===== config.mk =====
export PLATFORM = sky130hd
export DESIGN_NAME = load_store_unit
export DESIGN_NICKNAME = d
export VERILOG_FILES = /design/src/rtl/core_pkg.sv /design/src/rtl/lsu_load_aligner.sv /design/src/rtl/load_store_unit.sv
export SDC_FILE = /design/constraint.sdc
export NUM_CORES = 1
export LEC_CHECK = 0
export ABC_AREA = 0
export ABC_CLOCK_PERIOD_IN_PS = 1690
export BUFFER_PORTS_ARGS = -buffer_cell sky130_fd_sc_hd__buf_4
export CAP_MARGIN = 20
export CORE_ASPECT_RATIO = 0.75
export CORE_MARGIN = 8
export CORE_UTILIZATION = 47
export DETAILED_ROUTE_END_ITERATION = 8
export PLACE_DENSITY = 0.8
export SLEW_MARGIN = 10
export SYNTH_ARGS = -nofsm -noshare
export SYNTH_HDL_FRONTEND = slang
export SYNTH_SLANG_ARGS = --single-unit

===== constraint.sdc =====
create_clock -name clk -period 1.69 [get_ports clk]
set_input_delay 0.0845 -clock clk [delete_from_list [all_inputs] [get_ports clk]]
set_output_delay 0.0845 -clock clk [all_outputs]
set_load 0.01 [all_outputs]

===== src/rtl/core_pkg.sv =====
// Shared core types for the memory stage: funct3 encodings, write-back
// record, load/store FSM states, byte-enable constants and lane helpers.
package core_pkg;

    typedef enum logic [2:0] {
        LS_BYTE       = 3'b000,
        LS_HALFWORD   = 3'b001,
        LS_WORD       = 3'b010,
        LS_BYTE_U     = 3'b100,
        LS_HALFWORD_U = 3'b101
    } load_store_funct3_t;

    typedef struct packed {
        logic [31:0] data;
        logic        valid;
    } write_back_t;

    typedef enum logic [1:0] {
        LSU_IDLE     = 2'd0,
        LSU_REQ      = 2'd1,
        LSU_WAIT_RSP = 2'd2
    } lsu_state_t;

    typedef enum logic [1:0] {
        SZ_BYTE = 2'd0,
        SZ_HALF = 2'd1,
        SZ_WORD = 2'd2
    } lsu_size_t;

    localparam logic [3:0] BE_BYTE = 4'b0001;
    localparam logic [3:0] BE_HALF = 4'b0011;
    localparam logic [3:0] BE_WORD = 4'b1111;

    // Access size depends only on funct3[1:0]; undefined codes fall to word.
    function automatic lsu_size_t lsu_size(input logic [2:0] funct3);
        lsu_size_t sz;
        case (funct3[1:0])
            2'b00:   sz = SZ_BYTE;
            2'b01:   sz = SZ_HALF;
            default: sz = SZ_WORD;
        endcase
        return sz;
    endfunction

    // Store byte enables; halfwords ignore off[0], words ignore off.
    function automatic logic [3:0] lsu_store_be(input lsu_size_t sz, input logic [1:0] off);
        logic [3:0] be;
        case (sz)
            SZ_BYTE: be = BE_BYTE << off;
            SZ_HALF: be = BE_HALF << {off[1], 1'b0};
            default: be = BE_WORD;
        endcase
        return be;
    endfunction

    // Store data replicated across lanes so the byte enables pick the right one.
    function automatic logic [31:0] lsu_store_lanes(input lsu_size_t sz, input logic [31:0] wdata);
        logic [31:0] lanes;
        case (sz)
            SZ_BYTE: lanes = {4{wdata[7:0]}};
            SZ_HALF: lanes = {2{wdata[15:0]}};
            default: lanes = wdata;
        endcase
        return lanes;
    endfunction

endpackage


===== src/rtl/lsu_load_aligner.sv =====
// Combinational load-data extractor: selects the addressed byte/halfword
// from a 32-bit memory word and sign- or zero-extends it.
module lsu_load_aligner
    import core_pkg::*;
(
    input  logic [31:0] mem_rdata_i,
    input  logic [2:0]  funct3_i,
    input  logic [1:0]  off_i,
    output logic [31:0] data_o
);

    logic [7:0]  byte_s;
    logic [15:0] half_s;
    logic        signed_s;

    // Lane select and extension by access size; funct3[2] marks the unsigned variants.
    always_comb begin
        byte_s   = mem_rdata_i[{off_i, 3'b000} +: 8];
        half_s   = off_i[1] ? mem_rdata_i[31:16] : mem_rdata_i[15:0];
        signed_s = ~funct3_i[2];
        data_o   = mem_rdata_i;
        case (lsu_size(funct3_i))
            SZ_BYTE: data_o = {{24{signed_s & byte_s[7]}}, byte_s};
            SZ_HALF: data_o = {{16{signed_s & half_s[15]}}, half_s};
            default: data_o = mem_rdata_i;
        endcase
    end

endmodule


===== src/rtl/load_store_unit.sv =====
// Memory stage: accepts one load/store at a time, issues it on a
// single-outstanding valid/ready memory port and returns extended load data
// as a one-cycle write_back_t.
// Optional build macro LSU_MISALIGN_CHECK_EN: misaligned halfword/word ops are
// dropped without a memory request and flagged on the misaligned pulse.
module load_store_unit
    import core_pkg::*;
#(
    parameter int ADDR_W = 32
) (
    input  logic              clk,
    input  logic              rst,
    input  logic              req_valid,
    output logic              req_ready,
    input  logic              req_is_store,
    input  logic [2:0]        req_funct3,
    input  logic [ADDR_W-1:0] req_addr,
    input  logic [31:0]       req_wdata,
    output logic              mem_req_valid,
    input  logic              mem_req_ready,
    output logic              mem_we,
    output logic [ADDR_W-1:0] mem_addr,
    output logic [31:0]       mem_wdata,
    output logic [3:0]        mem_be,
    input  logic              mem_rsp_valid,
    input  logic [31:0]       mem_rdata,
    output write_back_t       wb,
    output logic              store_done,
    output logic              misaligned
);

    lsu_state_t        state_q, state_d;
    logic              is_store_q, is_store_d;
    logic [2:0]        funct3_q, funct3_d;
    logic [1:0]        off_q, off_d;
    logic [ADDR_W-1:0] mem_addr_q, mem_addr_d;
    logic [3:0]        mem_be_q, mem_be_d;
    logic [31:0]       mem_wdata_q, mem_wdata_d;
    logic              store_done_q, store_done_d;
    write_back_t       wb_q, wb_d;
    logic [31:0]       aligned_s;
    lsu_size_t         req_size_s;
    logic              req_ready_s;
    logic              req_misaligned_s;

    lsu_load_aligner u_aligner (
        .mem_rdata_i (mem_rdata),
        .funct3_i    (funct3_q),
        .off_i       (off_q),
        .data_o      (aligned_s)
    );

    assign req_size_s = lsu_size(req_funct3);

`ifdef LSU_MISALIGN_CHECK_EN
    logic misaligned_q, misaligned_d;

    // The cycle spent flagging a dropped op is a busy cycle.
    assign req_ready_s      = (state_q == LSU_IDLE) && !misaligned_q;
    assign req_misaligned_s = ((req_size_s == SZ_HALF) && req_addr[0]) ||
                              ((req_size_s == SZ_WORD) && (req_addr[1:0] != 2'b00));
    assign misaligned       = misaligned_q;

    // Misalignment pulse register.
    always_ff @(posedge clk) begin
        if (rst) begin
            misaligned_q <= 1'b0;
        end else begin
            misaligned_q <= misaligned_d;
        end
    end
`else
    assign req_ready_s      = (state_q == LSU_IDLE);
    assign req_misaligned_s = 1'b0;
    assign misaligned       = 1'b0;
`endif

    assign req_ready     = req_ready_s;
    assign mem_req_valid = (state_q == LSU_REQ);
    assign mem_we        = is_store_q;
    assign mem_addr      = mem_addr_q;
    assign mem_wdata     = mem_wdata_q;
    assign mem_be        = mem_be_q;
    assign wb            = wb_q;
    assign store_done    = store_done_q;

    // State and datapath registers; reset abandons any op in flight.
    always_ff @(posedge clk) begin
        if (rst) begin
            state_q      <= LSU_IDLE;
            is_store_q   <= 1'b0;
            funct3_q     <= 3'b000;
            off_q        <= 2'b00;
            mem_addr_q   <= '0;
            mem_be_q     <= 4'b0000;
            mem_wdata_q  <= 32'h0000_0000;
            store_done_q <= 1'b0;
            wb_q         <= '0;
        end else begin
            state_q      <= state_d;
            is_store_q   <= is_store_d;
            funct3_q     <= funct3_d;
            off_q        <= off_d;
            mem_addr_q   <= mem_addr_d;
            mem_be_q     <= mem_be_d;
            mem_wdata_q  <= mem_wdata_d;
            store_done_q <= store_done_d;
            wb_q         <= wb_d;
        end
    end

    // Next-state and datapath update; pulses default low, held values default to current.
    always_comb begin
        state_d      = state_q;
        is_store_d   = is_store_q;
        funct3_d     = funct3_q;
        off_d        = off_q;
        mem_addr_d   = mem_addr_q;
        mem_be_d     = mem_be_q;
        mem_wdata_d  = mem_wdata_q;
        store_done_d = 1'b0;
        wb_d         = '{data: wb_q.data, valid: 1'b0};
`ifdef LSU_MISALIGN_CHECK_EN
        misaligned_d = 1'b0;
`endif
        case (state_q)
            LSU_IDLE: begin
                if (req_valid && req_ready_s) begin
                    is_store_d  = req_is_store;
                    funct3_d    = req_funct3;
                    off_d       = req_addr[1:0];
                    mem_addr_d  = {req_addr[ADDR_W-1:2], 2'b00};
                    mem_be_d    = req_is_store ? lsu_store_be(req_size_s, req_addr[1:0]) : 4'b0000;
                    mem_wdata_d = lsu_store_lanes(req_size_s, req_wdata);
                    if (req_misaligned_s) begin
`ifdef LSU_MISALIGN_CHECK_EN
                        misaligned_d = 1'b1;
`endif
                        state_d = LSU_IDLE;
                    end else begin
                        state_d = LSU_REQ;
                    end
                end else begin
                    state_d = LSU_IDLE;
                end
            end
            LSU_REQ: begin
                if (mem_req_ready) begin
                    if (is_store_q) begin
                        store_done_d = 1'b1;
                        state_d      = LSU_IDLE;
                    end else begin
                        state_d = LSU_WAIT_RSP;
                    end
                end else begin
                    state_d = LSU_REQ;
                end
            end
            LSU_WAIT_RSP: begin
                if (mem_rsp_valid) begin
                    wb_d    = '{data: aligned_s, valid: 1'b1};
                    state_d = LSU_IDLE;
                end else begin
                    state_d = LSU_WAIT_RSP;
                end
            end
            default: begin
                state_d = LSU_IDLE;
            end
        endcase
    end

endmodule


==> qor.csv <==
metric,value,unit
route.antenna.remaining_nets,0,
final.setup_skew,0.0139,ns
routedWlPerCell,17.8,um
synth_ff_type,dfxtp_1,
cts_htree_levels,3,
synth_edf_count,0,
ff_latch_area,0.00216,mm2
ys_ff_latch,108,
leakage,3.10,nW
layout.nets,889,
maxCapViolCount,0,
dp_hpwl,11700,um
worstHoldStart,req_addr[0],
post_route_cells_drive_above_1_share,33.6,%
clk_pin_slew,0.08,ns
endpoint_kind,flop,
fmax,0.618,GHz
fill_cells,731,
numPortBuffers,207,
status,completed,
hold_class,in2reg,
cellPowerDensity,903,mW/mm2
cp_cell_sequence,buf_12 -> mux2i_4 -> mux2i_2 -> a211oi_4 -> buf_4 -> a211oi_1,
slew-limit-headroom,61.5,%
clock_latency,0.35,ns
r2r_slack,0.07,ns
vias,4947,
drc_errors,0,
worstPathMaxFanout,18,
setup_viol,0,
root_buffer,clkbuf_16,
slew_violations,0,
dr.first_iter.drc_count,257,
n_antenna_cell,0,
grt_pass1_wl,25400,um
post_synth.cell_area_avg,8.28,um2
crit_type,reg2reg,
slowest_stage,dfxtp_1,
yosysUniqueCellTypes,41,
die_h,103,um
gp_congestion,0.855,
holdWs,0.00242,ns
clock_sinks,108,
startpoint_type,flop,
routed_via_density,5.38,
tritoncts,yes,
hold_end,off_q[0],
slowest_delay,0.37,ns
power,6.35,mW
tightest_slew,0.575,ns
clock_path_buffers,2,
firstDrtPassIters,4,
seq_area_frac_synth,45.7,%
overflow,0,
fp.coreArea,0.00974,mm2
numCtsBuffers,9,
grt_pass1_vias,5020,
hold_depth,3,
floorplan.initialDensity,48.6,%
critical_path_required,1.92,ns
rsz0062_at_grt,false,
async_flop_share,0,%
die_w,132,um
syn_to_final_growth,48.7,%
synth_area,0.00473,mm2
fin_crit,1.62,ns
synth_largest_type_area_fraction,45.7,%
reg2reg_to,wb[9],
routed_wl,16400,um
yosysWarnings,0,
max-vdd-ir-drop,0.610,mV
dieArea,0.0136,mm2
r2r_start,off_q[1],
antenna_found_initial,0,
finalHoldViolCount,0,
ios,211,
multi_input_area,0.00233,mm2
period_share,95.8,%
core.rowCount,31,
grt_usage,23.1,%
yosys.area.top_type,dfxtp_1,
grt_max_degree,69,
synth_common_cells,"133 x nand2_1, 108 x dfxtp_1, 82 x a21oi_1",
synth_most_common_cell,nand2_1,
syn_inst,571,
synth_area_leaders,"dfxtp_1 46%, nand2_1 11%, a21oi_1 8.7%",
arrival,1.85,ns
r2r_cells,6,
==> repair_timing <==
action	in CTS	in global routing
hold buffers	28	0
pin swaps	1	1
setup endpoints to repair	23	18
endpoints found under the hold margin	30	0
buffers inserted	2	1
gates resized for setup	1	5
==> cells by family (layout without fill, tap and decap cells) <==
family / after synthesis / count (layout) / share of synthesized area, %
AO/OA/AOI/OAI: 164 / 164 / 20.9
multiplexers: 33 / 33 / 7.51
buffers and inverters: 55 / 270 / 6.24
AND/OR/NAND/NOR: 210 / 210 / 19.5
flip-flops: 108 / 108 / 45.7
other: 1 / 3 / 0.0793
==> per-stage QoR <==
step                      setup WS [ns]  cell area, um2  std cells  utilization, %  TNS, ns
after floorplan                   0.289            4740        573               -        0
after detailed placement         -0.105            6340        874            65.1    -1.02
after global placement           0.0409            6340        874            65.1        0
after global routing             0.0102            7030        920            72.2        0
after CTS                        0.0184            6980        919            71.7        0
final                            0.0713            7030        920            72.2        0
==> placed cells by master, fill, tap and decap left out, types with 2 or more instances in the layout <==
| master | synthesis | final |
|---|---|---|
| conb_1 | 1 | 3 |
| o21ai_1 | 9 | 9 |
| nor3_1 | 10 | 9 |
| a2bb2oi_1 | 2 | 2 |
| inv_1 | 5 | 5 |
| o21bai_1 | 2 | 2 |
| dfxtp_1 | 108 | 108 |
| nor2_1 | 35 | 35 |
| a311oi_1 | 8 | 8 |
| nand2_1 | 133 | 132 |
| bufinv_16 | 0 | 3 |
| clkbuf_16 | 0 | 9 |
| clkinvlp_4 | 0 | 2 |
| a21oi_1 | 82 | 81 |
| mux2i_4 | 0 | 2 |
| mux2_2 | 14 | 14 |
| o21ai_0 | 30 | 30 |
| a211oi_1 | 16 | 16 |
| mux2i_1 | 17 | 16 |
| buf_12 | 0 | 6 |
| buf_4 | 8 | 216 |
| and3_1 | 16 | 16 |
| nor3b_4 | 1 | 2 |
| dlygate4sd3_1 | 0 | 28 |
| a221o_1 | 7 | 7 |
| nand3b_1 | 7 | 7 |
| nand2b_1 | 2 | 2 |
==> report_power, final <==
| group | internal (mW) | switching, mW | leakage [nW] |
|---|---|---|---|
| registers | 2.69 | 0.0923 | 0.883 |
| clock network | 1.44 | 0.939 | 0.158 |
| logic | 0.590 | 0.600 | 2.06 |
| total | 4.72 | 1.63 | 3.10 |
==> layer usage <==
metal  global-route usage [%]  wire, um  vias up  part of all wire [%]
met3                     10.9      1760       31                    11
met1                     24.3      6280     2301                    38
li1                         -         -     2394                     -
met2                     40.4      7970      221                    49
met5                        0         0        -                     0
met4                     8.18       355        0                   2.2
==> worst max-delay path: cells and delay by family, from the launching register on <==
family / cells / cell delay [ns]
compound gates: 2 / 0.35
buf+inv: 2 / 0.36
flops: 1 / 0.37
mux: 2 / 0.41
==> state kept, by name, summed over array words and instances (netlist names) <==
register,flops
mem_we,1
mem_be,4
mem_wdata,32
state_q,2
mem_addr,30
off_q,2
wb,33
store_done,1
funct3_q,3
==> worst max path at each step <==
stage,from,end,slack (ns),cells after the start
finish,off_q[1],wb[9],0.07,6
detailed placement,off_q[1],wb[27],-0.10,5
global route,off_q[1],wb[9],0.01,6
floorplan,off_q[1],wb[10],0.29,5
global placement,off_q[1],wb[26],0.04,5
CTS,off_q[1],wb[9],0.02,6
==> layout make-up <==
type / instances / area share (%)
Tap cell: 132 / 2.35
Clock buffer: 9 / 3.20
Inverter: 5 / 0.267
Timing Repair Buffer: 250 / 28.7
Clock inverter: 6 / 1.62
Multi-Input combinational cell: 410 / 33.1
Sequential cell: 108 / 30.7
Note: power is estimated with default switching activity, not from simulation.
